<file path="config.mk">
export PLATFORM = sky130hd
export DESIGN_NAME = detect_bus_arbiter
export DESIGN_NICKNAME = d
export VERILOG_FILES = /design/src/rtl/detect_bus_arbiter.sv
export SDC_FILE = /design/constraint.sdc
export NUM_CORES = 1
export LEC_CHECK = 0
export ABC_AREA = 1
export BUFFER_PORTS_ARGS = -buffer_cell sky130_fd_sc_hd__buf_2
export CAP_MARGIN = 20
export CELL_PAD_IN_SITES_DETAIL_PLACEMENT = 1
export CELL_PAD_IN_SITES_GLOBAL_PLACEMENT = 1
export CORE_ASPECT_RATIO = 0.75
export CORE_MARGIN = 2
export CORE_UTILIZATION = 38
export DETAILED_ROUTE_END_ITERATION = 8
export PLACE_DENSITY_LB_ADDON = 0.3
export SYNTH_ARGS = -nofsm -noshare
export SYNTH_HDL_FRONTEND = slang
export SYNTH_SLANG_ARGS = --single-unit
export TNS_END_PERCENT = 20
</file>
<file path="constraint.sdc">
create_clock -name clk -period 1.6 [get_ports clk]
set_input_delay 0.32 -clock clk [delete_from_list [all_inputs] [get_ports clk]]
set_output_delay 0.32 -clock clk [all_outputs]
set_load 0.05 [all_outputs]
</file>
<file path="src/rtl/detect_bus_arbiter.sv">
// rtl/detect_bus_arbiter.sv - round-robin owner arbiter for a shared tristate detect line
// IDLE/GRANT/TURN FSM with a hold limit per owner and a one-cycle turnaround between owners.
module detect_bus_arbiter #(
    parameter int N_REQ    = 4,
    parameter int HOLD_MAX = 8
) (
    input  logic       clk,
    input  logic       rst,
    input  logic [3:0] req,
    output logic [3:0] oe,
    output logic [1:0] gnt_id,
    output logic       busy,
    output logic       timeout
);

    localparam int CW = $clog2(HOLD_MAX);

    typedef enum logic [1:0] {
        IDLE  = 2'd0,
        GRANT = 2'd1,
        TURN  = 2'd2
    } state_t;

    state_t        state, state_n;
    logic [1:0]    ptr, ptr_n;
    logic [CW-1:0] cnt, cnt_n;
    logic [3:0]    oe_n;
    logic [1:0]    gnt_n;
    logic          busy_n;
    logic          timeout_n;
    logic [1:0]    rr_win;
    logic [1:0]    idx;
    logic          hold_expired;

    // Scan downward so the lowest offset from ptr is the last, winning assignment.
    always_comb begin
        rr_win = ptr;
        idx    = ptr;
        for (int i = N_REQ - 1; i >= 0; i--) begin
            idx = ptr + 2'(i);
            if (req[idx]) begin
                rr_win = idx;
            end
        end
    end

    assign hold_expired = (cnt == CW'(HOLD_MAX - 1));

    always_comb begin
        state_n   = state;
        ptr_n     = ptr;
        cnt_n     = cnt;
        gnt_n     = gnt_id;
        oe_n      = 4'b0000;
        busy_n    = 1'b0;
        timeout_n = 1'b0;
        case (state)
            IDLE, TURN: begin
                if (req != 4'b0000) begin
                    state_n = GRANT;
                    gnt_n   = rr_win;
                    ptr_n   = rr_win + 2'd1;
                    cnt_n   = '0;
                    oe_n    = 4'b0001 << rr_win;
                    busy_n  = 1'b1;
                end else begin
                    state_n = IDLE;
                end
            end
            GRANT: begin
                if (!req[gnt_id] || hold_expired) begin
                    state_n   = TURN;
                    // A drop coinciding with expiry is voluntary, so only a still-held req flags timeout.
                    timeout_n = req[gnt_id];
                end else begin
                    cnt_n  = cnt + CW'(1);
                    oe_n   = oe;
                    busy_n = 1'b1;
                end
            end
            default: begin
                state_n = IDLE;
            end
        endcase
    end

    always_ff @(posedge clk) begin
        if (rst) begin
            state   <= IDLE;
            ptr     <= 2'd0;
            cnt     <= '0;
            gnt_id  <= 2'd0;
            oe      <= 4'b0000;
            busy    <= 1'b0;
            timeout <= 1'b0;
        end else begin
            state   <= state_n;
            ptr     <= ptr_n;
            cnt     <= cnt_n;
            gnt_id  <= gnt_n;
            oe      <= oe_n;
            busy    <= busy_n;
            timeout <= timeout_n;
        end
    end

endmodule

</file>
; ---- Word-level counts from Yosys, hierarchy flattened
; Index checks and enable logic that the tools add are counted.
[classes]
n_addsub = 5
magnitude_cmp = 5
n_eq_ne = 6
shifts = 1
mux = 26
bitwise_logic = 2
reduce_logical = 9
[ops]
columns = cell, n
row1 = "less-than comparator 2 x 3 -> 1 bit, second input constant", 5
row2 = binary-select mux 1 bit (select 2 bit), 5
row3 = two-way mux 2 bit, 5
row4 = two-way mux 1 bit, 8
row5 = two-way mux 4 bit, 2
row6 = one-hot mux 4 bit (2 select lines), 1
row7 = two-way mux 3 bit, 2
row8 = "inequality test 2 bit, second input constant", 3
row9 = one-hot mux 3 bit (2 select lines), 1
row10 = "adder 2 x 1 -> 2 bit, second input constant", 2
row11 = "adder 2 bit, second input constant", 2
row12 = one-hot mux 2 bit (2 select lines), 1
row13 = nonzero test 4 bit, 1
row14 = "left shift 1 x 2 -> 4 bit, first input constant", 1
row15 = "adder 3 x 1 -> 3 bit, second input constant", 1
row16 = "equality test 3 bit, second input constant", 1
row17 = AND reduction 3 bit, 1
row18 = OR reduction 3 bit, 1
row19 = "equality test 2 x 1 -> 1 bit, second input constant", 1
row20 = "equality test 2 bit, second input constant", 1
row21 = logical NOT 2 bit, 1
row22 = inverter 1 bit, 2
row23 = one-hot mux 1 bit (2 select lines), 1
row24 = AND reduction 2 bit, 1
row25 = 4 further kinds, 4
[word_totals]
regBits = 15
input_bits = 6
word_cells = 61

; ---- Longest topological paths before layout
; Gate-level depths: netlist (run 1).
[logic_depth]
ltp_word = 10
ltp_mapped = 14

; ---- Worst setup path after synthesis (run 1)
; OpenSTA, ideal clock, no wires.
[synth_path]
path_kind = reg2reg
from = register gnt_id[0]
to = register cnt[2]
setup_ps = 113
arrival_time_ps = 1446
required_time_ps = 1487
setup_slack_ps = 41
stages_incl_launch_ff = 10
n_path_buf = 0
synth_period_minus_slack_ps = 1559
path_cell_list = dfxtp_1 > a21oi_1 > o21ai_1 > o21ai_1 > nand3_1 > inv_2 > nor2_4 > nor2_4 > nand3_1 > nand2_1
[synth_via]
elab_chain_len = 6
[synth_rtl]
columns = item, line_no
row1 = start: declaration, 11  ; output logic [1:0] gnt_id,
row2 = start signal: assignment, 100  ; gnt_id <= gnt_n;
row3 = binary-select mux 1 bit (select 2 bit), 71  ; if (!req[gnt_id] || hold_expired) begin
row4 = two-way mux 1 bit (implied by the code), 71
row5 = logical NOT 1 bit, 71
row6 = logical OR 1 bit, 71
row7 = inequality test 2 bit (no source line), --
row8 = AND reduction 3 bit (no source line), --
row9 = end signal: assignment, 99  ; cnt <= cnt_n;
row10 = end: declaration, 26  ; logic [CW-1:0] cnt, cnt_n;
; Every way passes these cells. The select of a mux whose other input is x is not followed.
; A chain may end at the register's enable or synchronous reset.

; ---- Final worst setup path (run 1)
[layout_path]
from = register ptr[0]
to = register ptr[1]
[layout_via]
elab_chain_len = 8
elab_cells_between_ends = 16
classes_between = 4 x add/sub / 12 x mux
[layout_rtl]
columns = item, line_no
row1 = start: declaration, 25  ; logic [1:0] ptr, ptr_n;
row2 = start signal: assignment, 98  ; ptr <= ptr_n;
row3 = adder 2 bit, 40  ; idx = ptr + 2'(i);
row4 = binary-select mux 1 bit (select 2 bit), 41  ; if (req[idx]) begin
row5 = two-way mux 1 bit (implied by the code), 41
row6 = two-way mux 2 bit (3 in a row), 41
row7 = two-way mux 2 bit *, 41
row8 = adder 2 x 1 -> 2 bit *, 62  ; ptr_n = rr_win + 2'd1;
; Mark *: on every way between the ends. The rest lies on a longest branch, timed or not. The select of a mux whose other input is x is not followed.

==> run_results.csv, run 1 <==
group,metric,value,unit
timing,final_max_slew_viol_count,0,
yosys,synth.area.top_cells,"dfxtp_1, nand2_1, nand3_1",
finish,ff_latch_area,303,sq um
power_and_ir_drop,total_leakage_power,0.000542,uW
timing,setup_viol,0,
yosys,ys_ff_latch,15,
routing,vias,857,
yosys,synth-async-reset-ratio,0,%
die,die_h,45.3,microns
global_route,grt_pass1_wl,3860,microns
die,die_area,2670,sq um
power_and_ir_drop,p_int,931,uW
clock_tree,path_clk_slew,0.09,ns
placed_design,io_buffers,13,
clock_tree,cts_htree_levels,1,
finish,multiInputGateArea,528,sq um
power_and_ir_drop,sw_frac_of_total,51.3,%
min_path,hold_class,"in2reg",
placed_design,dpl_cell_area,963,sq um
routing,post-route-drc-count,0,
power_and_ir_drop,fin_total_pwr,1910,uW
routing,drtIter0Drc,42,
finish,final_cell_area,1080,sq um
critical_path,path_max_fanout,6,
critical_path,cp.arrival,1.74,ns
finish,fill_cells,275,
die,row_count,14,
global_route,grt_start_max_net_pins,11,
yosys,synth_edf_count,0,
finish,antenna_cells,0,
yosys,yosysMostFrequentCell,"nand2_1",
global_route,antenna_found_initial,0,
critical_path,required,1.79,ns
power_and_ir_drop,seq_power_share,27.2,%
run_status,status,"complete, no violations",
global_route,overflow,0,
die,core-area,2080,sq um
clock_tree,cts_buffers,3,
finish,nNetsFinal,152,
timing,finalWorstSetupSlack,0.0472,ns
clock_tree,cts_buffer_depth,2,
die,pin_count,14,
timing,fin_crit_sh,97.1,%
timing,post-route-min-period,1.55,ns
placed_design,pre_cts_slack,0.0275,ns
yosys,synth_top_area_share,34.8,%
timing,fin_skew,0.000749,ns
timing,fmax,644,MHz
timing,grt_setup_unrepaired,"true",
yosys,synth_commonest_cells,"nand2_1, nand3_1, dfxtp_1, inv_1",
power_and_ir_drop,pwr_density_cell,1770,nW/um^2
timing,hold-worst-slack,0.335,ns
placed_design,gp_congestion,0.907,
yosys,netlist.top_cell.by_area,"dfxtp_1",
finish,area.growth.synth_to_final,24.9,%
timing,hold_viol,0,
yosys,yosysSeqAreaShare,34.8,%
die,initial_core_util,41.4,%
routing,drt_first_pass_iters,4,
yosys,syn-cell-area,863,sq um
yosys,syn_avg_cell_area,6.91,sq um
critical_path,worstSetupPathType,"reg2reg",
power_and_ir_drop,p_comb_share,61.0,%
timing,tightest_slew,0.341,ns
critical_path,cp-end-kind,"register",
timing,slew-limit-headroom,77.1,%
routing,wl_per_cell,13.9,microns
yosys,syn_inst,125,
finish,postLayoutCoreUtil,51.7,%
clock_tree,cts_tree,"yes",
yosys,synthesis.nets,133,
yosys,ys.flop_type,"dfxtp_1",
clock_tree,root_buffer,"clkbuf_4",
yosys,yosys_warnings,0,
finish,drive_gt1_share,36.4,%
run,drv_cap,0,
clock_tree,cts.sinks,15,
critical_path,start_kind,"register",
global_route,gr-usage-all-layers,19.8,%
routing,ant_nets,0,
power_and_ir_drop,p_clk_share,11.8,%
routing,wl,2310,microns
clock_tree,clock_latency,0.29,ns
placed_design,dp_hpwl,1720,microns
power_and_ir_drop,peakVddDrop,757,uV
routing,vias_per_cell,5.13,
yosys,synth.distinct_cells,22,
global_route,grt_pass1_vias,841,
die,die_w,59.0,microns
power_and_ir_drop,p_switching,980,uW
power groups by stage:
| stage | clock, uW | combinational, uW | sequential (uW) |
|---|---|---|---|
| finish | 226 | 1160 | 520 |
| global route | 251 | 1280 | 533 |
| CTS | 238 | 962 | 516 |
| detailed placement | 0 | 960 | 525 |
| global placement | 0 | 940 | 520 |
| floorplan | 0 | 586 | 681 |
final timing paths:
kind	depth (start not counted)	startpoint	slack [ns]	endpoint
worst max-delay path	12	ptr[0]	0.05	ptr[1]
worst min-delay path	2	rst	0.34	oe[0]
worst max register to register	12	ptr[0]	0.05	ptr[1]
worst min register to register	2	oe[3]	0.47	oe[3]
cells by family (layout without fill, tap and decap cells):
group,after synthesis,after routing,share of synthesized area (%)
and+or+nand+nor,70,70,40.9
buffers and inverters,21,39,10.9
AOI/OAI and AO/OA,17,17,10.6
DFF,15,15,34.8
adders and majority gates,2,2,2.90
area by class of cell:
cell class	count	area share, %
Multi-Input combinational cell	89	49.0
Sequential cell	15	28.1
Inverter	19	7.77
Clock buffer	4	2.44
Tap cell	24	2.78
Timing Repair Buffer	16	9.98
repair_timing:
action / 4_1_cts / 5_1_grt
resized for setup: 0 / 25
setup endpoints to repair: 0 / 8
buffers inserted: 0 / 2
hold buffers: 0 / 0
worst max-delay path: stages (launching register included):
cell     delay, ns
dfxtp_2       0.34
buf_12        0.13
buf_8         0.12
o21ai_4       0.13
nand2_1       0.09
nand2_2       0.07
nand2_2       0.06
nand2_4       0.09
nand3_4       0.11
nand3_2       0.07
nand2_1       0.05
nor2_1        0.12
nor2_1        0.05
per-layer routing:
layer  wire length (microns)  up-vias  share of wire (%)  GRT usage [%]
met5                       0        -                  0              0
met2                    1050       20                 45           30.4
met3                     106        2                4.6           6.88
met4                      15        0               0.65           5.45
met1                    1140      399                 49           26.6
li1                        -      436                  -              -
cell usage in the layout, fill, tap and decap left out:
| cell type | instances |
|---|---|
| o21ai_0 | 2 |
| nand3_1 | 15 |
| buf_12 | 1 |
| clkbuf_4 | 3 |
| nand3_2 | 1 |
| clkinv_1 | 1 |
| clkbuf_1 | 1 |
| clkinv_8 | 1 |
| buf_8 | 1 |
| nor2_2 | 1 |
| buf_2 | 13 |
| dfxtp_2 | 2 |
| nand4_1 | 1 |
| o21ai_1 | 3 |
| nand2_2 | 13 |
| nor2_4 | 3 |
| nand2_4 | 4 |
| a211oi_1 | 1 |
| buf_4 | 1 |
| dfxtp_1 | 13 |
| nor4_2 | 1 |
| inv_1 | 13 |
| o21ai_4 | 1 |
| inv_2 | 4 |
| a21oi_2 | 1 |
| nand3_4 | 1 |
| ha_1 | 2 |
| nor2_1 | 5 |
| a21oi_1 | 9 |
| nand2_1 | 25 |
flip-flops by register name (all words and copies together) (netlist names):
name / count
cnt: 3
gnt_id: 2
ptr: 2
timeout: 1
busy: 1
oe: 4
state: 2
metrics by stage:
stage,instances,setup TNS (ns)
4_1_cts,165,0
6_report,167,0
3_3_place_gp,161,0
2_1_floorplan,125,0
3_5_place_dp,161,0
5_1_grt,167,-0.192
Note: power is estimated with default switching activity, not from simulation.
==> run 2, diff against run 1 <==
--- a/config.mk
+++ b/config.mk
@@ -12,7 +12,8 @@
 export CELL_PAD_IN_SITES_GLOBAL_PLACEMENT = 1
 export CORE_ASPECT_RATIO = 0.75
 export CORE_MARGIN = 2
-export CORE_UTILIZATION = 38
+export CORE_UTILIZATION = 40
+export CTS_BUF_LIST = sky130_fd_sc_hd__clkbuf_4 sky130_fd_sc_hd__clkbuf_8
 export DETAILED_ROUTE_END_ITERATION = 8
 export PLACE_DENSITY_LB_ADDON = 0.3
 export SYNTH_ARGS = -nofsm -noshare
==> run 2 against run 1 <==
  * Combinational power up 7%
  * Flip-flop and latch count did not move
  * Count of clock-buffer cells in the layout unchanged
  * Sequential power up 4%
  * Via count fell by 0.12%
  * First-iteration DRC count down 52%
  * Maximum frequency fell by 2.3%
  * Largest cell class unchanged
  * Largest power group unchanged
==> run_results.csv, run 2 (synthesized netlist as in run 1, its figures left out) <==
group,metric,value,unit
die,die_area,2550,sq um
power_and_ir_drop,total_leakage_power,0.000553,uW
finish,final_common_cell,"nand2_1",
run_status,status,"complete, no violations",
global_route,grt_start_max_net_pins,11,
min_path,hold_end,"oe[1]",
global_route,gr-usage-all-layers,19.7,%
min_path,hold_class,"in2reg",
routing,vias_per_cell,5.10,
clock_tree,root_buffer,"clkbuf_4",
routing,post-route-drc-count,0,
timing,fin_crit_sh,99.3,%
timing,final_max_slew_viol_count,0,
placed_design,dp_hpwl,1770,microns
critical_path,cp.arrival,1.81,ns
critical_path,r2r_slack,0.01,ns
placed_design,gp_congestion,0.918,
clock_tree,path_clk_slew,0.09,ns
routing,drt_first_pass_iters,4,
die,die_h,44.2,microns
routing,vias,856,
global_route,grt_pass1_wl,3820,microns
routing,met3_length,78,microns
die,initial_core_util,42.9,%
timing,grt_setup_unrepaired,"true",
critical_path,r2r-start,"ptr[0]",
timing,slew-limit-headroom,75.4,%
timing,fmax,629,MHz
clock_tree,cts.sinks,15,
timing,hold_viol,0,
die,pin_count,14,
critical_path,required,1.83,ns
timing,tightest_slew,0.367,ns
min_path,worstHoldPathCells,2,
min_path,min-delay-start,"rst",
finish,largest_reg_flops,4,
routing,maxUsedRoutingLayer,"met4",
clock_tree,cts_buffers,3,
clock_tree,cts_buffer_depth,2,
clock_tree,hold_buffers,0,
die,core-area,2010,sq um
run,drv_cap,0,
finish,top_register,"oe",
routing,ant_nets,0,
finish,area.growth.synth_to_final,29.9,%
finish,multiInputGateArea,546,sq um
finish,top_regs,"oe: 4 flops, cnt: 3 flops",
finish,mostFrequentLayoutCells,"nand2_1, nand2_2, inv_1",
timing,fin_skew,0.00689,ns
finish,postLayoutCoreUtil,55.7,%
clock_tree,cts_htree_levels,1,
finish,finalNonFillerCells,168,
critical_path,start_kind,"register",
finish,antenna_cells,0,
power_and_ir_drop,peakVddDrop,947,uV
finish,drive_gt1_share,41.7,%
routing,drtIter0Drc,20,
routing,wl_per_cell,15.1,microns
critical_path,path_max_fanout,7,
clock_tree,cts_tree,"yes",
critical_path,cp-end-kind,"register",
die,row_count,14,
timing,hold-worst-slack,0.320,ns
placed_design,io_buffers,13,
routing,wl_met1,1220,microns
critical_path,timing.rr.end,"oe[0]",
routing,dr_wl_met2,1210,microns
critical_path,worstSetupPathType,"reg2reg",
global_route,overflow,0,
finish,nNetsFinal,153,
timing,setup_viol,0,
clock_tree,clock_latency,0.30,ns
finish,fill_cells,268,
die,die_w,57.6,microns
finish,ff_latch_area,307,sq um
timing,post-route-min-period,1.59,ns
critical_path,r2r_cells,12,
routing,wl,2530,microns
global_route,grt_pass1_vias,851,
power_and_ir_drop,pwr_density_cell,1800,nW/um^2
global_route,antenna_found_initial,0,
placed_design,dp.cells,161,
[run 2: cell count changes in the layout (fill, tap and decap cells not counted), sizes merged]
cell and change:
clkbuf +1
[run 2: metal layers]
layer	global-route usage, %	vias up
met1	26.8	398
li1	-	436
met3	6.14	4
met5	0	-
met2	30.9	18
met4	4.19	0
[run 2: how the worst max path moves through the flow]
stage	slack, ns	startpoint	cells past startpoint	to
2_1_floorplan	0.04	gnt_id[0]	9	cnt[2]
3_3_place_gp	0.10	req[3]	12	ptr[1]
3_5_place_dp	0.03	req[1]	10	cnt[0]
4_1_cts	0.05	ptr[0]	12	ptr[1]
5_1_grt	-0.08	ptr[0]	12	oe[0]
6_report	0.01	ptr[0]	12	oe[0]
[run 2: through the flow]
| step | setup TNS, ns | total power, uW | setup slack (ns) | instance area [sq um] |
|---|---|---|---|---|
| after global placement | 0 | 1460 | 0.100 | 963 |
| after global routing | -0.217 | 2150 | -0.0755 | 1120 |
| after detailed placement | 0 | 1490 | 0.0262 | 963 |
| after CTS | 0 | 1730 | 0.0533 | 993 |
| after floorplan | 0 | 1270 | 0.0407 | 863 |
| final | 0 | 2010 | 0.0114 | 1120 |
[run 2: worst max-delay path, cell delays in order, from the launching register on]
cell and delay [ns]:
dfxtp_4 0.37, buf_12 0.13, clkinv_8 0.06, nand2_2 0.05, nand2_2 0.08, nand2_2 0.07
nand3_1 0.07, nand3_1 0.06, nand2_1 0.08, inv_1 0.11, nor2_1 0.17, nand3_1 0.11
a21oi_1 0.14
[run 2: report_power, final]
group / internal, uW / total [uW] / switching [uW]
combinational: 421 / 1240 / 816
clock: 114 / 239 / 125
sequential: 461 / 539 / 78.6
[run 2: area by class of cell]
cell class | count | area share, %
inverters | 19 | 7.48
multi-input cells | 89 | 48.7
well taps | 24 | 2.68
repair buffers | 17 | 11.2
flip-flops and latches | 15 | 27.3
clock buffers | 4 | 2.68
[run 2: timing repair]
action,4_1_cts,5_1_grt
setup buffers,0,2
resized for setup,0,26
endpoints found under the setup margin,0,9
==> run 3, diff against run 2 <==
--- a/config.mk
+++ b/config.mk
@@ -6,15 +6,15 @@
 export NUM_CORES = 1
 export LEC_CHECK = 0
 export ABC_AREA = 1
-export BUFFER_PORTS_ARGS = -buffer_cell sky130_fd_sc_hd__buf_2
 export CAP_MARGIN = 20
 export CELL_PAD_IN_SITES_DETAIL_PLACEMENT = 1
 export CELL_PAD_IN_SITES_GLOBAL_PLACEMENT = 1
 export CORE_ASPECT_RATIO = 0.75
 export CORE_MARGIN = 2
-export CORE_UTILIZATION = 40
+export CORE_UTILIZATION = 45
 export CTS_BUF_LIST = sky130_fd_sc_hd__clkbuf_4 sky130_fd_sc_hd__clkbuf_8
 export DETAILED_ROUTE_END_ITERATION = 8
+export DONT_BUFFER_PORTS = 1
 export PLACE_DENSITY_LB_ADDON = 0.3
 export SYNTH_ARGS = -nofsm -noshare
 export SYNTH_HDL_FRONTEND = slang
==> run 3 against run 2 <==
  * The flow now finishes with violations (setup timing)
  * Global-route usage grew 3.3 points
  * Count of clock-buffer cells in the layout is the same
  * Worst hold slack lost 0.24 ns
  * Cell count shrank 5.4%
  * Routed wire length grew 29%
  * Die area shrank 10%
  * Design area grew 1.3%
  * Critical endpoint is now gnt_id[0]
  * Largest power group unchanged
==> run_results.csv, run 3 (synthesized netlist as in run 1, its figures left out) <==
group,metric,value,unit
timing,post-route-min-period,1.72,ns
global_route,grt_pass1_wl,3690,microns
routing,vias,926,
global_route,grt_start_max_net_pins,11,
critical_path,crit_path_cell_trace,"inv_2, nand2_1, nand2_2, nand2_1, nand2_1, inv_1, nand2_2, nand2_2, nand2_4, nand2_4, nand2_2, a21oi_1",
placed_design,io_buffers,0,
critical_path,timing.rr.end,"gnt_id[0]",
power_and_ir_drop,seq_power_share,31.2,%
timing,finalWorstSetupSlack,-0.120,ns
critical_path,r2r-start,"ptr[1]",
critical_path,cp-end-kind,"register",
power_and_ir_drop,sw_frac_of_total,53.0,%
min_path,hold_end,"oe[0]",
run_status,status,"finished, violations left",
critical_path,cp_top_family,"simple AND/OR/NAND/NOR gates",
critical_path,worstSetupPathType,"reg2reg",
finish,final_cell_area,1140,sq um
power_and_ir_drop,pwr_density_cell,1880,nW/um^2
global_route,gr-usage-all-layers,23.0,%
finish,multiInputGateArea,583,sq um
placed_design,dpl_cell_area,911,sq um
global_route,antenna_found_initial,0,
clock_tree,cts_buffers,3,
routing,vias_per_cell,5.82,
clock_tree,cts_buffer_depth,2,
placed_design,gp_congestion,0.844,
timing,fin_skew,0.00252,ns
die,die_w,54.6,microns
min_path,worstHoldPathCells,1,
die,pin_count,14,
critical_path,cp.arrival,1.94,ns
finish,top_regs,"oe: 4 flops, cnt: 3 flops",
timing,setup_viol,7,
placed_design,dp.cells,148,
routing,drt_first_pass_iters,4,
routing,ant_nets,0,
critical_path,cpMostUsedCell,"nand2_2",
finish,antenna_cells,0,
power_and_ir_drop,p_switching,1130,uW
timing,slew-limit-headroom,64.2,%
critical_path,r2r_cells,12,
die,die_h,41.9,microns
clock_tree,cts.sinks,15,
finish,ff_latch_area,307,sq um
clock_tree,root_buffer,"clkbuf_4",
global_route,grt_pass1_vias,819,
power_and_ir_drop,peakVddDrop,1110,uV
min_path,min-delay-start,"rst",
power_and_ir_drop,p_comb_share,57.3,%
die,die_area,2290,sq um
global_route,overflow,0,
power_and_ir_drop,p_clk_share,11.5,%
clock_tree,path_clk_slew,0.09,ns
timing,hold_viol,0,
run,drv_cap,0,
timing,fmax,581,MHz
clock_tree,cts_tree,"yes",
min_path,hold_class,"in2reg",
routing,post-route-drc-count,0,
run_status,violations,"setup timing",
finish,finalNonFillerCells,159,
critical_path,start_kind,"register",
timing,final_max_slew_viol_count,0,
timing,grt_setup_unrepaired,"true",
finish,largest_reg_flops,4,
routing,wl,3260,microns
die,core-area,1770,sq um
finish,fill_cells,229,
clock_tree,cts_htree_levels,1,
critical_path,required,1.82,ns
die,initial_core_util,48.7,%
placed_design,dp_hpwl,1790,microns
finish,top_register,"oe",
finish,final_common_cell,"nand2_1",
timing,fin_crit_sh,108,%
critical_path,r2r_slack,-0.12,ns
critical_path,cpPeakStageDelay,0.43,ns
critical_path,critPathBufInv,2,
finish,mostFrequentLayoutCells,"nand2_1, nand2_2, inv_1",
clock_tree,clock_latency,0.30,ns
power_and_ir_drop,p_int,1000,uW
finish,nNetsFinal,146,
timing,tightest_slew,0.537,ns
routing,drtIter0Drc,26,
die,row_count,13,
critical_path,slowest_stage,"dfxtp_2",
placed_design,pre_cts_slack,0.0576,ns
clock_tree,hold_buffers,0,
critical_path,path_max_fanout,6,
finish,drive_gt1_share,43.8,%
power_and_ir_drop,total_leakage_power,0.000537,uW
routing,wl_per_cell,20.5,microns
finish,area.growth.synth_to_final,31.6,%
## run 3: repair_timing
action	CTS	global route
setup buffers	0	6
gates resized for setup	0	36
setup endpoints to repair	0	10
## run 3: power by group through the flow
stage	registers [uW]	clock network (uW)	logic [uW]
floorplan	681	0	586
global placement	646	0	768
detailed placement	655	0	814
CTS	645	239	826
global route	672	262	1290
finish	665	246	1220
## run 3: metrics by stage
step	util (%)	setup TNS (ns)	total power, uW	hold WS [ns]
2_1_floorplan	-	0	1270	0.446
3_3_place_gp	51.4	0	1410	0.391
3_5_place_dp	51.4	0	1470	0.393
4_1_cts	53.1	0	1710	0.0868
5_1_grt	64.1	-0.886	2220	0.0608
6_report	64.1	-0.541	2130	0.0756
## run 3: area by class of cell
| cell class | instances | area share (%) |
|---|---|---|
| Timing Repair Buffer | 10 | 9.25 |
| Sequential cell | 15 | 27.0 |
| Tap cell | 22 | 2.42 |
| Inverter | 19 | 7.38 |
| Multi-Input combinational cell | 89 | 51.3 |
| Clock buffer | 4 | 2.64 |
## run 3: routing by layer
layer  global-route usage (%)  wire (microns)  part of all wire [%]  vias to the layer above
li1                         -               -                     -                      422
met1                     31.4            1390                    43                      433
met2                     34.5            1480                    45                       55
met3                     8.27             254                   7.8                       16
met5                        0               0                     0                        -
met4                     4.50             133                   4.1                        0
## run 3: worst max path at each step
stage,start,endpoint,depth (start not counted)
after floorplan,gnt_id[0],cnt[2],9
after global placement,ptr[0],oe[0],11
after detailed placement,ptr[1],oe[1],12
after CTS,ptr[1],oe[1],12
after global routing,ptr[1],gnt_id[0],12
final,ptr[1],gnt_id[0],12
